==> src/rtl/regdump_pkg.sv <==
// Shared types and constants for the register-file dump controller.
// REGDUMP_CHECKSUM_EN adds the SEND_SUM state used by the optional checksum beat.
package regdump_pkg;

    localparam int REGDUMP_NUM_PAIRS = 16;
    localparam int REGDUMP_ADDR_W    = 5;
    localparam int REGDUMP_DATA_W    = 32;
    localparam int REGDUMP_PAIR_W    = 4;

    typedef enum logic [2:0] {
        ST_IDLE,
        ST_ISSUE,
        ST_SEND_LO,
        ST_SEND_HI,
        ST_DONE
`ifdef REGDUMP_CHECKSUM_EN
        ,
        ST_SEND_SUM
`endif
    } regdump_state_e;

    // Register number of one half of a pair: even half is 2p, odd half 2p+1.
    function automatic logic [REGDUMP_ADDR_W-1:0] pair_reg(
        input logic [REGDUMP_PAIR_W-1:0] pair,
        input logic                      odd
    );
        return {pair, odd};
    endfunction

endpackage

==> src/rtl/regfile_dump_if.sv <==
// Bus bundle of the dump controller: register-file read port, start/abort
// control and the valid/ready beat stream towards the consumer.
interface regfile_dump_if;
    import regdump_pkg::*;

    logic                      in_start;
    logic                      in_abort;
    logic                      out_rs_rena;
    logic                      out_rt_rena;
    logic [REGDUMP_ADDR_W-1:0] out_rs_addr;
    logic [REGDUMP_ADDR_W-1:0] out_rt_addr;
    logic [REGDUMP_DATA_W-1:0] in_rs_data;
    logic [REGDUMP_DATA_W-1:0] in_rt_data;
    logic                      out_valid;
    logic                      in_ready;
    logic [REGDUMP_DATA_W-1:0] out_data;
    logic [REGDUMP_ADDR_W-1:0] out_index;
    logic                      out_last;
    logic                      out_busy;
    logic                      out_done;

    modport master (
        input  in_start, in_abort, in_rs_data, in_rt_data, in_ready,
        output out_rs_rena, out_rt_rena, out_rs_addr, out_rt_addr,
        output out_valid, out_data, out_index, out_last, out_busy, out_done
    );

    modport slave (
        output in_start, in_abort, in_rs_data, in_rt_data, in_ready,
        input  out_rs_rena, out_rt_rena, out_rs_addr, out_rt_addr,
        input  out_valid, out_data, out_index, out_last, out_busy, out_done
    );

endinterface

==> src/rtl/regdump_xor_acc.sv <==
// Running XOR of accepted dump beats; cleared when a new pass starts.
module regdump_xor_acc
    import regdump_pkg::*;
(
    input  logic                      in_clk,
    input  logic                      in_rst,
    input  logic                      clear,
    input  logic                      en,
    input  logic [REGDUMP_DATA_W-1:0] data,
    output logic [REGDUMP_DATA_W-1:0] sum
);

    logic [REGDUMP_DATA_W-1:0] sum_q, sum_d;

    always_comb begin
        sum_d = sum_q;
        if (clear) begin
            sum_d = '0;
        end else if (en) begin
            sum_d = sum_q ^ data;
        end
    end

    always_ff @(posedge in_clk or posedge in_rst) begin
        if (in_rst) begin
            sum_q <= '0;
        end else begin
            sum_q <= sum_d;
        end
    end

    assign sum = sum_q;

endmodule

==> src/rtl/regfile_dump.sv <==
// Dumps register pairs FIRST_PAIR..LAST_PAIR as a valid/ready beat stream.
// Define REGDUMP_CHECKSUM_EN to append an XOR checksum beat after the last pair.
//
// state     | meaning
// ----------+---------------------------------------------------------
// IDLE      | waiting for in_start
// ISSUE     | both read enables high for one cycle, data captured
// SEND_LO   | presenting even register 2p
// SEND_HI   | presenting odd register 2p+1
// SEND_SUM  | presenting the XOR checksum (checksum build only)
// DONE      | one-cycle completion pulse
module regfile_dump
    import regdump_pkg::*;
#(
    parameter int FIRST_PAIR = 0,
    parameter int LAST_PAIR  = 15
) (
    input  logic           in_clk,
    input  logic           in_rst,
    regfile_dump_if.master bus
);

    if (FIRST_PAIR < 0 || FIRST_PAIR > LAST_PAIR || LAST_PAIR > REGDUMP_NUM_PAIRS - 1)
    begin : g_bad_pair_range
        $error("regfile_dump: need 0 <= FIRST_PAIR <= LAST_PAIR <= 15");
    end

    localparam logic [REGDUMP_PAIR_W-1:0] FIRST_P = REGDUMP_PAIR_W'(FIRST_PAIR);
    localparam logic [REGDUMP_PAIR_W-1:0] LAST_P  = REGDUMP_PAIR_W'(LAST_PAIR);

    regdump_state_e            state_q, state_d;
    logic [REGDUMP_PAIR_W-1:0] pair_q, pair_d;
    logic [REGDUMP_DATA_W-1:0] lo_q, lo_d;
    logic [REGDUMP_DATA_W-1:0] hi_q, hi_d;

    logic                      rena;
    logic [REGDUMP_ADDR_W-1:0] rs_addr, rt_addr;
    logic                      valid, last, busy, done;
    logic [REGDUMP_DATA_W-1:0] data;
    logic [REGDUMP_ADDR_W-1:0] index;
    logic                      start_pass;
    logic                      beat_acc;

`ifdef REGDUMP_CHECKSUM_EN
    logic [REGDUMP_DATA_W-1:0] sum;

    regdump_xor_acc u_xor_acc (
        .in_clk (in_clk),
        .in_rst (in_rst),
        .clear  (start_pass),
        .en     (beat_acc),
        .data   (data),
        .sum    (sum)
    );
`endif

    always_comb begin
        state_d    = state_q;
        pair_d     = pair_q;
        lo_d       = lo_q;
        hi_d       = hi_q;
        rena       = 1'b0;
        rs_addr    = '0;
        rt_addr    = '0;
        valid      = 1'b0;
        data       = '0;
        index      = '0;
        last       = 1'b0;
        busy       = 1'b0;
        done       = 1'b0;
        start_pass = 1'b0;
        beat_acc   = 1'b0;

        case (state_q)
            ST_IDLE: begin
                if (bus.in_start) begin
                    start_pass = 1'b1;
                    pair_d     = FIRST_P;
                    state_d    = ST_ISSUE;
                end
            end
            ST_ISSUE: begin
                busy    = 1'b1;
                rena    = 1'b1;
                rs_addr = pair_reg(pair_q, 1'b0);
                rt_addr = pair_reg(pair_q, 1'b1);
                lo_d    = bus.in_rs_data;
                hi_d    = bus.in_rt_data;
                state_d = ST_SEND_LO;
            end
            ST_SEND_LO: begin
                busy     = 1'b1;
                valid    = 1'b1;
                data     = lo_q;
                index    = pair_reg(pair_q, 1'b0);
                beat_acc = bus.in_ready && !bus.in_abort;
                if (bus.in_ready) begin
                    state_d = ST_SEND_HI;
                end
            end
            ST_SEND_HI: begin
                busy     = 1'b1;
                valid    = 1'b1;
                data     = hi_q;
                index    = pair_reg(pair_q, 1'b1);
                beat_acc = bus.in_ready && !bus.in_abort;
`ifndef REGDUMP_CHECKSUM_EN
                last     = (pair_q == LAST_P);
`endif
                if (bus.in_ready) begin
                    if (pair_q != LAST_P) begin
                        pair_d  = pair_q + 4'd1;
                        state_d = ST_ISSUE;
                    end else begin
`ifdef REGDUMP_CHECKSUM_EN
                        state_d = ST_SEND_SUM;
`else
                        state_d = ST_DONE;
`endif
                    end
                end
            end
`ifdef REGDUMP_CHECKSUM_EN
            ST_SEND_SUM: begin
                busy  = 1'b1;
                valid = 1'b1;
                data  = sum;
                last  = 1'b1;
                if (bus.in_ready) begin
                    state_d = ST_DONE;
                end
            end
`endif
            ST_DONE: begin
                done    = 1'b1;
                state_d = ST_IDLE;
            end
            default: begin
                state_d = ST_IDLE;
            end
        endcase

        // Abort wins over a simultaneous accept and never produces a done pulse.
        if (bus.in_abort && state_q != ST_IDLE) begin
            state_d = ST_IDLE;
        end
    end

    always_ff @(posedge in_clk or posedge in_rst) begin
        if (in_rst) begin
            state_q <= ST_IDLE;
            pair_q  <= '0;
            lo_q    <= '0;
            hi_q    <= '0;
        end else begin
            state_q <= state_d;
            pair_q  <= pair_d;
            lo_q    <= lo_d;
            hi_q    <= hi_d;
        end
    end

    assign bus.out_rs_rena = rena;
    assign bus.out_rt_rena = rena;
    assign bus.out_rs_addr = rs_addr;
    assign bus.out_rt_addr = rt_addr;
    assign bus.out_valid   = valid;
    assign bus.out_data    = data;
    assign bus.out_index   = index;
    assign bus.out_last    = last;
    assign bus.out_busy    = busy;
    assign bus.out_done    = done;

endmodule

==> src/flat_wrapper.sv <==
// flat-port wrapper written by rule: the top's interface ports become plain ports
module regfile_dump_flat import regdump_pkg::*;
#(
    parameter int FIRST_PAIR = 0,
    parameter int LAST_PAIR  = 15
)
  (in_clk, in_rst, bus_in_start, bus_in_abort, bus_in_rs_data, bus_in_rt_data, bus_in_ready, bus_out_rs_rena, bus_out_rt_rena, bus_out_rs_addr, bus_out_rt_addr, bus_out_valid, bus_out_data, bus_out_index, bus_out_last, bus_out_busy, bus_out_done);
  regfile_dump_if bus_i ();
  input  logic in_clk;
  input  logic in_rst;
  input wire logic [$bits(bus_i.in_start)-1:0] bus_in_start;
  input wire logic [$bits(bus_i.in_abort)-1:0] bus_in_abort;
  input wire logic [$bits(bus_i.in_rs_data)-1:0] bus_in_rs_data;
  input wire logic [$bits(bus_i.in_rt_data)-1:0] bus_in_rt_data;
  input wire logic [$bits(bus_i.in_ready)-1:0] bus_in_ready;
  output wire logic [$bits(bus_i.out_rs_rena)-1:0] bus_out_rs_rena;
  output wire logic [$bits(bus_i.out_rt_rena)-1:0] bus_out_rt_rena;
  output wire logic [$bits(bus_i.out_rs_addr)-1:0] bus_out_rs_addr;
  output wire logic [$bits(bus_i.out_rt_addr)-1:0] bus_out_rt_addr;
  output wire logic [$bits(bus_i.out_valid)-1:0] bus_out_valid;
  output wire logic [$bits(bus_i.out_data)-1:0] bus_out_data;
  output wire logic [$bits(bus_i.out_index)-1:0] bus_out_index;
  output wire logic [$bits(bus_i.out_last)-1:0] bus_out_last;
  output wire logic [$bits(bus_i.out_busy)-1:0] bus_out_busy;
  output wire logic [$bits(bus_i.out_done)-1:0] bus_out_done;
  assign bus_i.in_start = bus_in_start;
  assign bus_i.in_abort = bus_in_abort;
  assign bus_i.in_rs_data = bus_in_rs_data;
  assign bus_i.in_rt_data = bus_in_rt_data;
  assign bus_i.in_ready = bus_in_ready;
  assign bus_out_rs_rena = bus_i.out_rs_rena;
  assign bus_out_rt_rena = bus_i.out_rt_rena;
  assign bus_out_rs_addr = bus_i.out_rs_addr;
  assign bus_out_rt_addr = bus_i.out_rt_addr;
  assign bus_out_valid = bus_i.out_valid;
  assign bus_out_data = bus_i.out_data;
  assign bus_out_index = bus_i.out_index;
  assign bus_out_last = bus_i.out_last;
  assign bus_out_busy = bus_i.out_busy;
  assign bus_out_done = bus_i.out_done;
  regfile_dump #(.FIRST_PAIR(FIRST_PAIR), .LAST_PAIR(LAST_PAIR)) u_core (.in_clk(in_clk), .in_rst(in_rst), .bus(bus_i));
endmodule
==> config.mk <==
export PLATFORM = sky130hd
export DESIGN_NAME = regfile_dump_flat
export DESIGN_NICKNAME = d
export VERILOG_FILES = /design/src/rtl/regdump_pkg.sv /design/src/rtl/regfile_dump_if.sv /design/src/rtl/regdump_xor_acc.sv /design/src/rtl/regfile_dump.sv /design/src/flat_wrapper.sv
export SDC_FILE = /design/constraint.sdc
export NUM_CORES = 1
export LEC_CHECK = 0
export CAP_MARGIN = 20
export CORE_MARGIN = 10
export CORE_UTILIZATION = 40
export CTS_BUF_LIST = sky130_fd_sc_hd__clkbuf_8
export DETAILED_ROUTE_END_ITERATION = 8
export DONT_BUFFER_PORTS = 1
export HOLD_SLACK_MARGIN = 0.06
export SLEW_MARGIN = 20
export SYNTH_ARGS = -nofsm -noshare
export SYNTH_HDL_FRONTEND = slang
export SYNTH_SLANG_ARGS = --single-unit
==> constraint.sdc <==
create_clock -name in_clk -period 4.4 [get_ports in_clk]
set_input_delay 0.44 -clock in_clk [delete_from_list [all_inputs] [get_ports in_clk]]
set_output_delay 0.44 -clock in_clk [all_outputs]
set_load 0.01 [all_outputs]
== Word level (Yosys, flattened, before mapping) ==
Index checks and enable logic that the tools add are counted.
Operators by class
  multipliers: 0
  bitwise gates (word level): 0
  divide/modulo/power cells: 0
  reduce and logical (&&, ||, !) cells: 8
  multiplexer cells: 19
  shift-type cells: 0
  $lt $le $gt $ge: 0
  eq/ne operators: 12
  $add $sub $neg: 1
Operators with widths (number)
  $pmux 32 s2: 1
  $mux 3: 5
  $mux 4: 3
  $pmux 3 s4: 1
  $mux 5: 2
  $pmux 5 s2: 1
  $ne 3x2->1 const B: 3
  $pmux 4 s2: 1
  $eq 3x2->1 const B: 2
  $mux 1: 5
  $add 4x1->4 const B: 1
  $eq 4x4->1 const B: 1
  $ne 2x2->1 const B: 2
  $ne 4x4->1 const B: 1
  $reduce_and 4->1: 1
  $eq 3x1->1 const B: 1
  $eq 3x3->1 const B: 1
  $logic_not 3->1: 1
  $reduce_and 3->1: 1
  $reduce_bool 3->1: 1
  $reduce_or 3->1: 1
  $ne 2x1->1 const B: 1
  $reduce_bool 2->1: 1
  $reduce_or 2->1: 1
  $logic_and 1x1->1: 1
Word-level totals
  flip-flop bits (word level): 71
  memory bits (writable): 0
  input bits: 69
  word-level logic and storage cells: 44
  bits in latches: 0
  memories: 0
  ROM bits: 0
  output and inout bits: 53

== Depth between registers and ports, before layout ==
Gate-level depths: netlist of run 1.
  depth after elaboration: 5
  gate-level depth with buffers: 6
  mapped depth without buffers: 4

== Worst setup path after synthesis of run 1 ==
OpenSTA, ideal clock, no wires.
  path type: reg2out
  start point: reg u_core.state_q[1]
  end point: out bus_out_rt_addr[3]
  path slack: 2525 ps
  cell stages (with the launch flop): 7
  path buffers: 4
  required time: 3960 ps
  arrival time: 1435 ps
  cells stage by stage: dfrtp_1 buf_2 nor3b_4 buf_4 buf_6 and2_1 buf_4
On the way
  longest elaborated chain between the ends: 2
RTL lines
  from (decl): RTL line regfile_dump.sv:31  | regdump_state_e state_q, state_d;
  from (signal assigned): RTL line regfile_dump.sv:156  | state_q <= state_d;
  $eq 3x1->1: RTL line regfile_dump.sv:74  | case (state_q)
  $mux 5: RTL line regfile_dump.sv:74
  to (decl): RTL line flat_wrapper.sv:19  | output wire logic [$bits(bus_i.out_rt_addr)-1:0] bus_out_rt_addr;
No other way between the ends.

== Worst setup path in the final report of run 1 ==
  start point: reg u_core.state_q[1]
  end point: out bus_out_data[1]
On the way
  longest elaborated chain between the ends: 2
  elaborated cells on any way between the ends: 3
  those cells by class: eq/ne: 2; mux: 1
RTL lines
  $eq 3x2->1: RTL line regfile_dump.sv:74
  $pmux 32 s2 (*): RTL line regfile_dump.sv:74
  to (decl): RTL line flat_wrapper.sv:21  | output wire logic [$bits(bus_i.out_data)-1:0] bus_out_data;
Mark *: on every way between the ends. The rest lies on a longest branch, timed or not.

==> metrics.cfg, run 1 <==
[cells_and_area]
area_growth_pct=7.84
layout_commonest_cell=dfrtp_1
mostFrequentLayoutCells=70 x dfrtp_1, 59 x mux2_2, 39 x nor2_1
final_nets=334
drive_gt1_share_pct=30.5
post-route-util_pct=44.4
diodes=0

[worst_setup_path]
startpoint_type=flip-flop
crit_fanout=21
crit_type=flip-flop to primary output
crit_arrival_ns=2.01
worstRegToRegCells=3
worst-path-buf-inv=1
endpoint_kind=primary output
r2r_end=u_core.hi_q[31]$_DFFE_PP0N_
slowest_delay_ns=0.55
path_cells=nand2b_1 -> buf_4 -> nor2_1
crit_required_ns=3.96
cp_top_family=simple AND/OR/NAND/NOR gates
rr_startpoint=u_core.state_q[1]$_DFFE_PP0P_
r2r_slack_ns=2.53
cpMaxStageDelayCell=dfrtp_1

[floorplan]
core_sq_um=8260
rows=33
initial_core_util_pct=41.2
ioPinCount=122
die_h_um=112
die_x_um=112
die_area_sq_um=12600

[pwr]
p_leak_uw=0.00158
p_sw_share_pct=33.7
vdd_drop_max_mv=0.279
p_int_uw=1920
combPwrFrac_pct=39.6
seq_power_share_pct=39.1
powerDensity_nw_per_um2=787
p_switching_uw=972
p_clk_share_pct=21.3

[yosys]
ys_ff_latch=71
async_reset_ff_share_pct=100
ys_warn_count=0
synthCells=272
synth_fp_nets=342
synth.yosys.seq_area_share_pct=52.2
synth_edf_count=0
ys.flop_type=dfrtp_1
synth_area_sq_um=3400
avgSynthCellArea_sq_um=12.5
synth_cell_type_count=34

[global_route]
grt_max_degree=51
grt.overflow.total=0
grt_pass1_vias=2099
track_usage_pct=11.7
antenna_found_initial=0
grt_pass1_wl_um=11800

[route]
final_antenna_net_count=0
vias=1988
wl_per_cell_um=19.8
first_iter_violations=55
totalWireLength_um=7410
drtPass1Iterations=4
drc_errors=0
avgViaCountPerCell=5.32

[clock_tree]
post_cts_resized=0
max-clock-path-buffers=2
cts_setup_buffers=0
hold_buffers=0
clkSinkCount=71
clk_pin_slew_ns=0.08
insertion_delay_ns=0.33
tritoncts=built
cts_buffers=9
cts-root-buf=clkbuf_8
htree_levels=3

[status]
outcome=finished, final reports clean

[timing]
setup_viol=0
relSlewSlack_pct=45.7
timing.final.ws_setup_ns=1.95
fmax_ghz=0.408
setup_tns_ns=0
rsz0062_at_grt=false
hold_viol_final=0
min_period_over_period_pct=55.7
drv_slew=0
period_needed_ns=2.45
worstMarginPinSlew_ns=0.813
clock-skew-final_ns=0.00953

[place]
place_hpwl_um=5400
place.gp.congestion=0.720
port_buffers=0
dp_slack_ns=2.30

[hold_path]
hp-class=input pin to asynchronous set/reset pin

[flow_run]
max_cap_violations=0

==> worst reg2reg max path: cells and delay by family (launching register included) <==
| family | cells | cell delay (ns) |
|---|---|---|
| buffers and inverters | 1 | 0.54 |
| and+or+nand+nor | 1 | 0.24 |
| DFF | 1 | 0.50 |
| muxes | 1 | 0.46 |
==> cells in the mapped netlist, drive strengths merged (2+ instances only) <==
| master | n | area (sq um) |
|---|---|---|
| dfrtp | 71 | 1780 |
| mux2 | 64 | 721 |
| nor2 | 39 | 146 |
| mux2i | 35 | 350 |
| buf | 24 | 143 |
| and2 | 6 | 37.5 |
| inv | 6 | 22.5 |
| nand2 | 2 | 7.51 |
| nand2b | 2 | 12.5 |
| nand3 | 2 | 10.0 |
| nor3b | 2 | 26.3 |
| nor4 | 2 | 12.5 |
==> layout make-up <==
class | count | area, sq um
inverter | 6 | 23.8
clock buffer | 9 | 124
sequential | 71 | 1780
timing repair buffer | 5 | 37.5
multi-input combinational | 171 | 1460
fill | 813 | 4590
clock inverter | 7 | 114
tap | 105 | 131
==> power groups by stage <==
stage	registers [uW]	logic [uW]	clock network (uW)
3_3_place_gp	1130	1150	0
3_5_place_dp	1150	1170	0
5_1_grt	1170	1260	668
2_1_floorplan	1090	1040	0
4_1_cts	1130	1170	637
6_report	1130	1140	615
==> state kept, by name (all words and copies together), names as in the netlist <==
| register | count |
|---|---|
| u_core.state_q | 3 |
| u_core.lo_q | 32 |
| u_core.pair_q | 4 |
| u_core.hi_q | 32 |
==> layer usage <==
metal,wire length (um),vias up,share of wire (%),global-route usage [%]
met5,0,-,0,0
met4,111,0,1.5,5.58
met3,761,9,10,6.02
met2,3390,74,46,17.3
met1,3140,983,42,13.9
li1,-,922,-,-
==> per-stage QoR <==
stage	total power [uW]	cell area (sq um)	hold WS [ns]	std cells
after floorplan	2130	3400	0.458	272
after global placement	2280	3430	0.468	358
after detailed placement	2320	3430	0.478	358
after CTS	2940	3670	0.143	374
after global routing	3100	3670	0.130	374
final	2890	3670	0.114	374
==> cell families (layout without fill, tap and decap cells) <==
family / count (synthesis) / after routing / share of synthesized area, %
compound gates: 10 / 10 / 2.17
mux: 99 / 99 / 31.5
fa+ha+maj: 1 / 1 / 0.368
flops: 71 / 71 / 52.2
other cells: 1 / 1 / 0.110
simple gates: 60 / 60 / 8.76
buf+inv: 30 / 27 / 4.86
==> how the worst max path moves through the flow <==
stage                                              from                         end  slack (ns)  depth (start not counted)
after CTS                 u_core.state_q[2]$_DFFE_PP0P_             bus_out_data[1]        1.91                          3
final                     u_core.state_q[1]$_DFFE_PP0P_             bus_out_data[1]        1.95                          3
after global placement    u_core.state_q[2]$_DFFE_PP0P_            bus_out_data[15]        2.33                          3
after detailed placement  u_core.state_q[2]$_DFFE_PP0P_             bus_out_data[1]        2.30                          3
after global routing      u_core.state_q[1]$_DFFE_PP0P_            bus_out_index[1]        1.76                          3
after floorplan                                  in_rst  u_core.hi_q[0]$_DFFE_PP0N_        2.16                          1
Note: power is estimated with default switching activity, not from simulation.
==> run 2, diff against run 1 <==
==> constraint.sdc (replaced) <==
create_clock -name in_clk -period 2.1 [get_ports in_clk]
set_input_delay 0.21 -clock in_clk [delete_from_list [all_inputs] [get_ports in_clk]]
set_output_delay 0.21 -clock in_clk [all_outputs]
set_load 0.01 [all_outputs]
==> metrics.cfg, run 2 (synthesis gave the netlist of run 1 again) <==
[status]
outcome=finished, final reports clean

[global_route]
grt_pass1_wl_um=13200  ; +12%
grt_pass1_vias=2543  ; +21%
grt_max_degree=42  ; -18%
track_usage_pct=12.7  ; +0.97 points
gr-usage-met1_pct=14.4  ; +0.46 points
busiest_layer=met2
antenna_found_initial=0  ; unchanged
use_met2_pct=21.4  ; +4.1 points
grt.overflow.total=0  ; unchanged
met3_usage_pct=4.58  ; -1.4 points

[clock_tree]
cts_buffers=9  ; unchanged
cts-root-buf=clkbuf_8
max-clock-path-buffers=2  ; unchanged
tritoncts=built
clk_pin_slew_ns=0.07  ; about the same
insertion_delay_ns=0.33  ; about the same
hold_buffers=66  ; +66
htree_levels=3  ; unchanged
cts_setup_buffers=0  ; unchanged
post_cts_resized=0  ; unchanged
clkSinkCount=71  ; unchanged

[cells_and_area]
mostFrequentLayoutCells=70 x dfrtp_1, 66 x dlygate4sd3_1, 59 x mux2_2
final_nets=409  ; +22%
diodes=0  ; unchanged
layout_commonest_cell=dfrtp_1
drive_gt1_share_pct=26.8  ; -3.7 points
area_growth_pct=29.1
top_regs=u_core.hi_q (32), u_core.lo_q (32), u_core.pair_q (4)

[pwr]
p_leak_uw=0.00190  ; +20%
power_uw=6150  ; +110%
powerDensity_nw_per_um2=1400  ; +78%
vdd_drop_max_mv=0.766  ; +170%

[route]
avgViaCountPerCell=5.03  ; -5.3%
vias=2254  ; +13%
totalWireLength_um=8150  ; +10%
wl_per_cell_um=18.2  ; -8.1%
first_iter_violations=62  ; +13%
final_antenna_net_count=0  ; unchanged
drtPass1Iterations=4  ; unchanged
drc_errors=0  ; unchanged

[worst_setup_path]
slowest_delay_ns=0.52  ; -0.03 ns
endpoint_kind=primary output
crit_arrival_ns=1.70  ; -0.31 ns
path_cells=nor3b_4 -> buf_12 -> and2_1
crit_required_ns=1.89  ; -2.07 ns
crit_type=flip-flop to primary output
startpoint_type=flip-flop
cpMaxStageDelayCell=dfrtp_1
crit_fanout=41  ; +95%

[timing]
min_period_over_period_pct=90.7
rsz0062_at_grt=false
worstMarginPinSlew_ns=0.710  ; -0.103 ns
hold_ws_ns=0.0934  ; -0.0211 ns
fmax_ghz=0.525
setup_tns_ns=0  ; unchanged
hold_viol_final=0  ; unchanged
setup_viol=0  ; unchanged
drv_slew=0  ; unchanged
clock-skew-final_ns=0.00769  ; -0.00184 ns
period_needed_ns=1.91
relSlewSlack_pct=52.6  ; +6.9 points

[place]
place.gp.congestion=0.764  ; +6.0%
port_buffers=0  ; unchanged
place_hpwl_um=5610  ; +3.8%

[floorplan]
core_sq_um=8260  ; unchanged
rows=33  ; unchanged
die_area_sq_um=12600  ; unchanged
initial_core_util_pct=41.2  ; unchanged
ioPinCount=122  ; unchanged
die_x_um=112  ; unchanged
die_h_um=112  ; unchanged

[hold_path]
hp-class=input pin to flip-flop

[flow_run]
max_cap_violations=0  ; unchanged

## run 2: changes by cell type in the layout (fill, tap and decap cells not counted)
cell           delta
bufinv_16         -1
buf_4             +7
dlygate4sd3_1    +66
clkinv_2          +1
inv_2             +1
inv_1             -2
buf_12            +2
## run 2: routing by layer
metal | share of wire (%) | vias up
met1 | 41 | 1113
met3 | 7.6 | 5
met2 | 50 | 73
met5 | 0 | -
met4 | 0.90 | 0
li1 | - | 1063
## run 2: final cells by class
class / count / area [sq um]
fillers: 732 / 3870
flip-flops and latches: 71 / 1780
multi-input cells: 171 / 1460
repair buffers: 80 / 791
well taps: 105 / 131
clock buffers: 9 / 124
clock inverters: 6 / 86.3
inverters: 6 / 22.5
## run 2: critical path, delay by kind of cell, from the launching register on
kind | cells | cell delay, ns
flip-flops | 1 | 0.52
AND/OR/NAND/NOR | 2 | 0.59
buffers and inverters | 1 | 0.25
## run 2: through the flow
stage,cell area (sq um),instances,util (%),setup WS (ns)
floorplan,3400,272,-,0.0934
detailed placement,3520,367,42.6,0.412
global placement,3520,367,42.6,0.439
CTS,4390,448,53.2,0.146
finish,4390,448,53.2,0.195
global route,4390,448,53.2,0.0743
## run 2: path summary, 6_finish.rpt
check / start / endpoint / slack, ns / cells past startpoint
max: u_core.state_q[1]$_DFFE_PP0P_ / bus_out_rs_addr[3] / 0.19 / 3
min: bus_in_ready / u_core.state_q[1]$_DFFE_PP0P_ / 0.09 / 2
max reg2reg: u_core.state_q[1]$_DFFE_PP0P_ / u_core.hi_q[14]$_DFFE_PP0N_ / 0.39 / 3
min reg2reg: u_core.hi_q[8]$_DFFE_PP0N_ / u_core.hi_q[8]$_DFFE_PP0N_ / 0.49 / 1
max in group asynchronous: in_rst / u_core.lo_q[26]$_DFFE_PP0N_ / 0.98 / 3
min in group asynchronous: in_rst / u_core.hi_q[17]$_DFFE_PP0N_ / 0.45 / 2
## run 2: report_power, final
group          leakage, uW  total [uW]  switching, uW  internal, uW
Clock             0.000105        1160            500           660
Combinational     0.000949        2580           1220          1360
Sequential        0.000842        2410            370          2040
Total              0.00190        6150           2090          4060
==> run 3, diff against run 2 <==
--- a/config.mk
+++ b/config.mk
@@ -12,6 +12,8 @@
 export DETAILED_ROUTE_END_ITERATION = 8
 export DONT_BUFFER_PORTS = 1
 export HOLD_SLACK_MARGIN = 0.06
+export RECOVER_POWER = 25
+export SETUP_SLACK_MARGIN = 0.5
 export SLEW_MARGIN = 20
 export SYNTH_ARGS = -nofsm -noshare
 export SYNTH_HDL_FRONTEND = slang
==> metrics.cfg, run 3 (synthesis gave the netlist of run 1 again) <==
[status]
outcome=finished, final reports clean

[route]
first_iter_violations=62  ; unchanged
avgViaCountPerCell=5.09  ; +1.2%
drtPass1Iterations=4  ; unchanged
totalWireLength_um=9330  ; +15%
wl_per_cell_um=19.6  ; +7.8%
drc_errors=0  ; unchanged
final_antenna_net_count=0  ; unchanged
vias=2424  ; +7.5%

[timing]
setup_tns_ns=0  ; unchanged
drv_slew=0  ; unchanged
period_needed_ns=1.87  ; -0.0362 ns
rsz0062_at_grt=true
hold_ws_ns=0.0859  ; -0.00755 ns
clock-skew-final_ns=0.0115  ; +0.00384 ns
fmax_ghz=0.535  ; +1.9%
setup_viol=0  ; unchanged
min_period_over_period_pct=89.0  ; -1.7 points
hold_viol_final=0  ; unchanged
worstMarginPinSlew_ns=1.25  ; +0.539 ns
relSlewSlack_pct=16.3  ; -36 points

[clock_tree]
cts_buffers=9  ; unchanged
clkSinkCount=71  ; unchanged
clk_pin_slew_ns=0.08  ; about the same
htree_levels=3  ; unchanged
tritoncts=built
max-clock-path-buffers=2  ; unchanged
cts-root-buf=clkbuf_8
insertion_delay_ns=0.34  ; about the same

[pwr]
vdd_drop_max_mv=0.599  ; -22%
combPwrFrac_pct=52.2  ; +10 points
p_leak_uw=0.00213  ; +13%
powerDensity_nw_per_um2=1410  ; +0.54%
seq_power_share_pct=33.9  ; -5.2 points
p_clk_share_pct=13.9  ; -5.0 points
p_sw_share_pct=35.3  ; +1.3 points
p_switching_uw=2490  ; +19%
p_int_uw=4560  ; +12%

[cells_and_area]
mostFrequentLayoutCells=68 x dfrtp_1, 66 x dlygate4sd3_1, 59 x mux2_2
layout_commonest_cell=dfrtp_1
fill_cells=650  ; -11%
drive_gt1_share_pct=42.0  ; +15 points
diodes=0  ; unchanged
area_growth_pct=47.2
multi_input_area_sq_um=1640  ; +13%
top_regs=u_core.hi_q (32), u_core.lo_q (32), u_core.pair_q (4)
seqCellArea_sq_um=1780  ; +0.14%
final_nets=436  ; +6.6%

[floorplan]
die_x_um=112  ; unchanged
rows=33  ; unchanged
ioPinCount=122  ; unchanged
die_h_um=112  ; unchanged
core_sq_um=8260  ; unchanged
initial_core_util_pct=41.2  ; unchanged
die_area_sq_um=12600  ; unchanged

[worst_setup_path]
crit_required_ns=1.89  ; about the same
path_cells=buf_6 -> nand2b_4 -> buf_4 -> buf_12 -> buf_16 -> clkinv_4 -> and2_4
cpMaxStageDelayCell=dfrtp_2
endpoint_kind=primary output
slowest_delay_ns=0.44  ; -0.08 ns
startpoint_type=flip-flop
crit_arrival_ns=1.66  ; -0.04 ns
crit_fanout=5  ; -88%
crit_type=flip-flop to primary output

[global_route]
antenna_found_initial=0  ; unchanged
grt.overflow.total=0  ; unchanged
grt_pass1_vias=2679  ; +5.3%
grt_pass1_wl_um=14400  ; +8.9%
track_usage_pct=14.3  ; +1.6 points
grt_max_degree=47  ; +12%

[place]
port_buffers=0  ; unchanged
place_hpwl_um=5540  ; -1.1%
place.gp.congestion=0.693  ; -9.3%

[hold_path]
hp-class=input pin to flip-flop

[flow_run]
max_cap_violations=0  ; unchanged

==> run 3: stage by stage <==
step,area (sq um),instances,utilization (%),setup slack [ns],total power (uW)
after floorplan,3410,272,-,0.489,4470
after global placement,3490,363,42.3,0.326,4840
after detailed placement,3490,363,42.3,0.304,4920
after CTS,4710,456,57.0,0.170,6690
after global routing,5000,476,60.6,0.128,7520
final,5000,476,60.6,0.231,7040
==> run 3: layout make-up <==
cell class                 instances  share of cell area, %
clock inverter                     5                  0.500
timing repair buffer             107                   24.9
tap                              105                   2.63
inverter                           6                  0.575
sequential                        71                   35.6
clock buffer                      11                   3.02
multi-input combinational        171                   32.8
==> run 3: path summary, 6_finish.rpt <==
| path | depth (start not counted) | slack [ns] | end | startpoint |
|---|---|---|---|---|
| setup / recovery | 7 | 0.23 | bus_out_index[4] | u_core.state_q[2]$_DFFE_PP0P_ |
| hold / removal | 2 | 0.09 | u_core.state_q[1]$_DFFE_PP0P_ | bus_in_ready |
| setup reg to reg | 3 | 0.27 | u_core.hi_q[11]$_DFFE_PP0N_ | u_core.state_q[1]$_DFFE_PP0P_ |
| hold reg to reg | 1 | 0.49 | u_core.hi_q[6]$_DFFE_PP0N_ | u_core.hi_q[6]$_DFFE_PP0N_ |
| max in group asynchronous | 3 | 0.73 | u_core.hi_q[26]$_DFFE_PP0N_ | in_rst |
| min in group asynchronous | 2 | 0.58 | u_core.pair_q[2]$_DFFE_PP0P_ | in_rst |
==> run 3: per-layer routing <==
layer / track usage (%) / vias to the layer above / part of all wire, %
li1: - / 1130 / -
met1: 16.2 / 1206 / 40
met2: 23.9 / 77 / 52
met3: 4.69 / 11 / 6.9
met4: 6.26 / 0 / 1.4
met5: 0 / - / 0
==> run 3: power groups by stage <==
stage	Clock, uW	Sequential [uW]	Combinational [uW]
after global placement	0	2370	2470
after floorplan	0	2290	2180
after global routing	1090	2470	3960
after detailed placement	0	2400	2510
final	978	2390	3680
after CTS	1010	2370	3310
==> run 3: critical path: cells and delay by family (launching register included) <==
family                 cells  cell delay, ns
buffers and inverters      5            0.57
flip-flops                 1            0.44
AND/OR/NAND/NOR            2            0.30
==> run 3: repair_timing <==
item,4_1_cts,5_1_grt
gates resized for setup,55,41
hold buffers,66,0
setup buffers,6,20
setup endpoints to repair,116,120
hold endpoints to repair,91,0
cloned,5,0
pin swaps,3,19
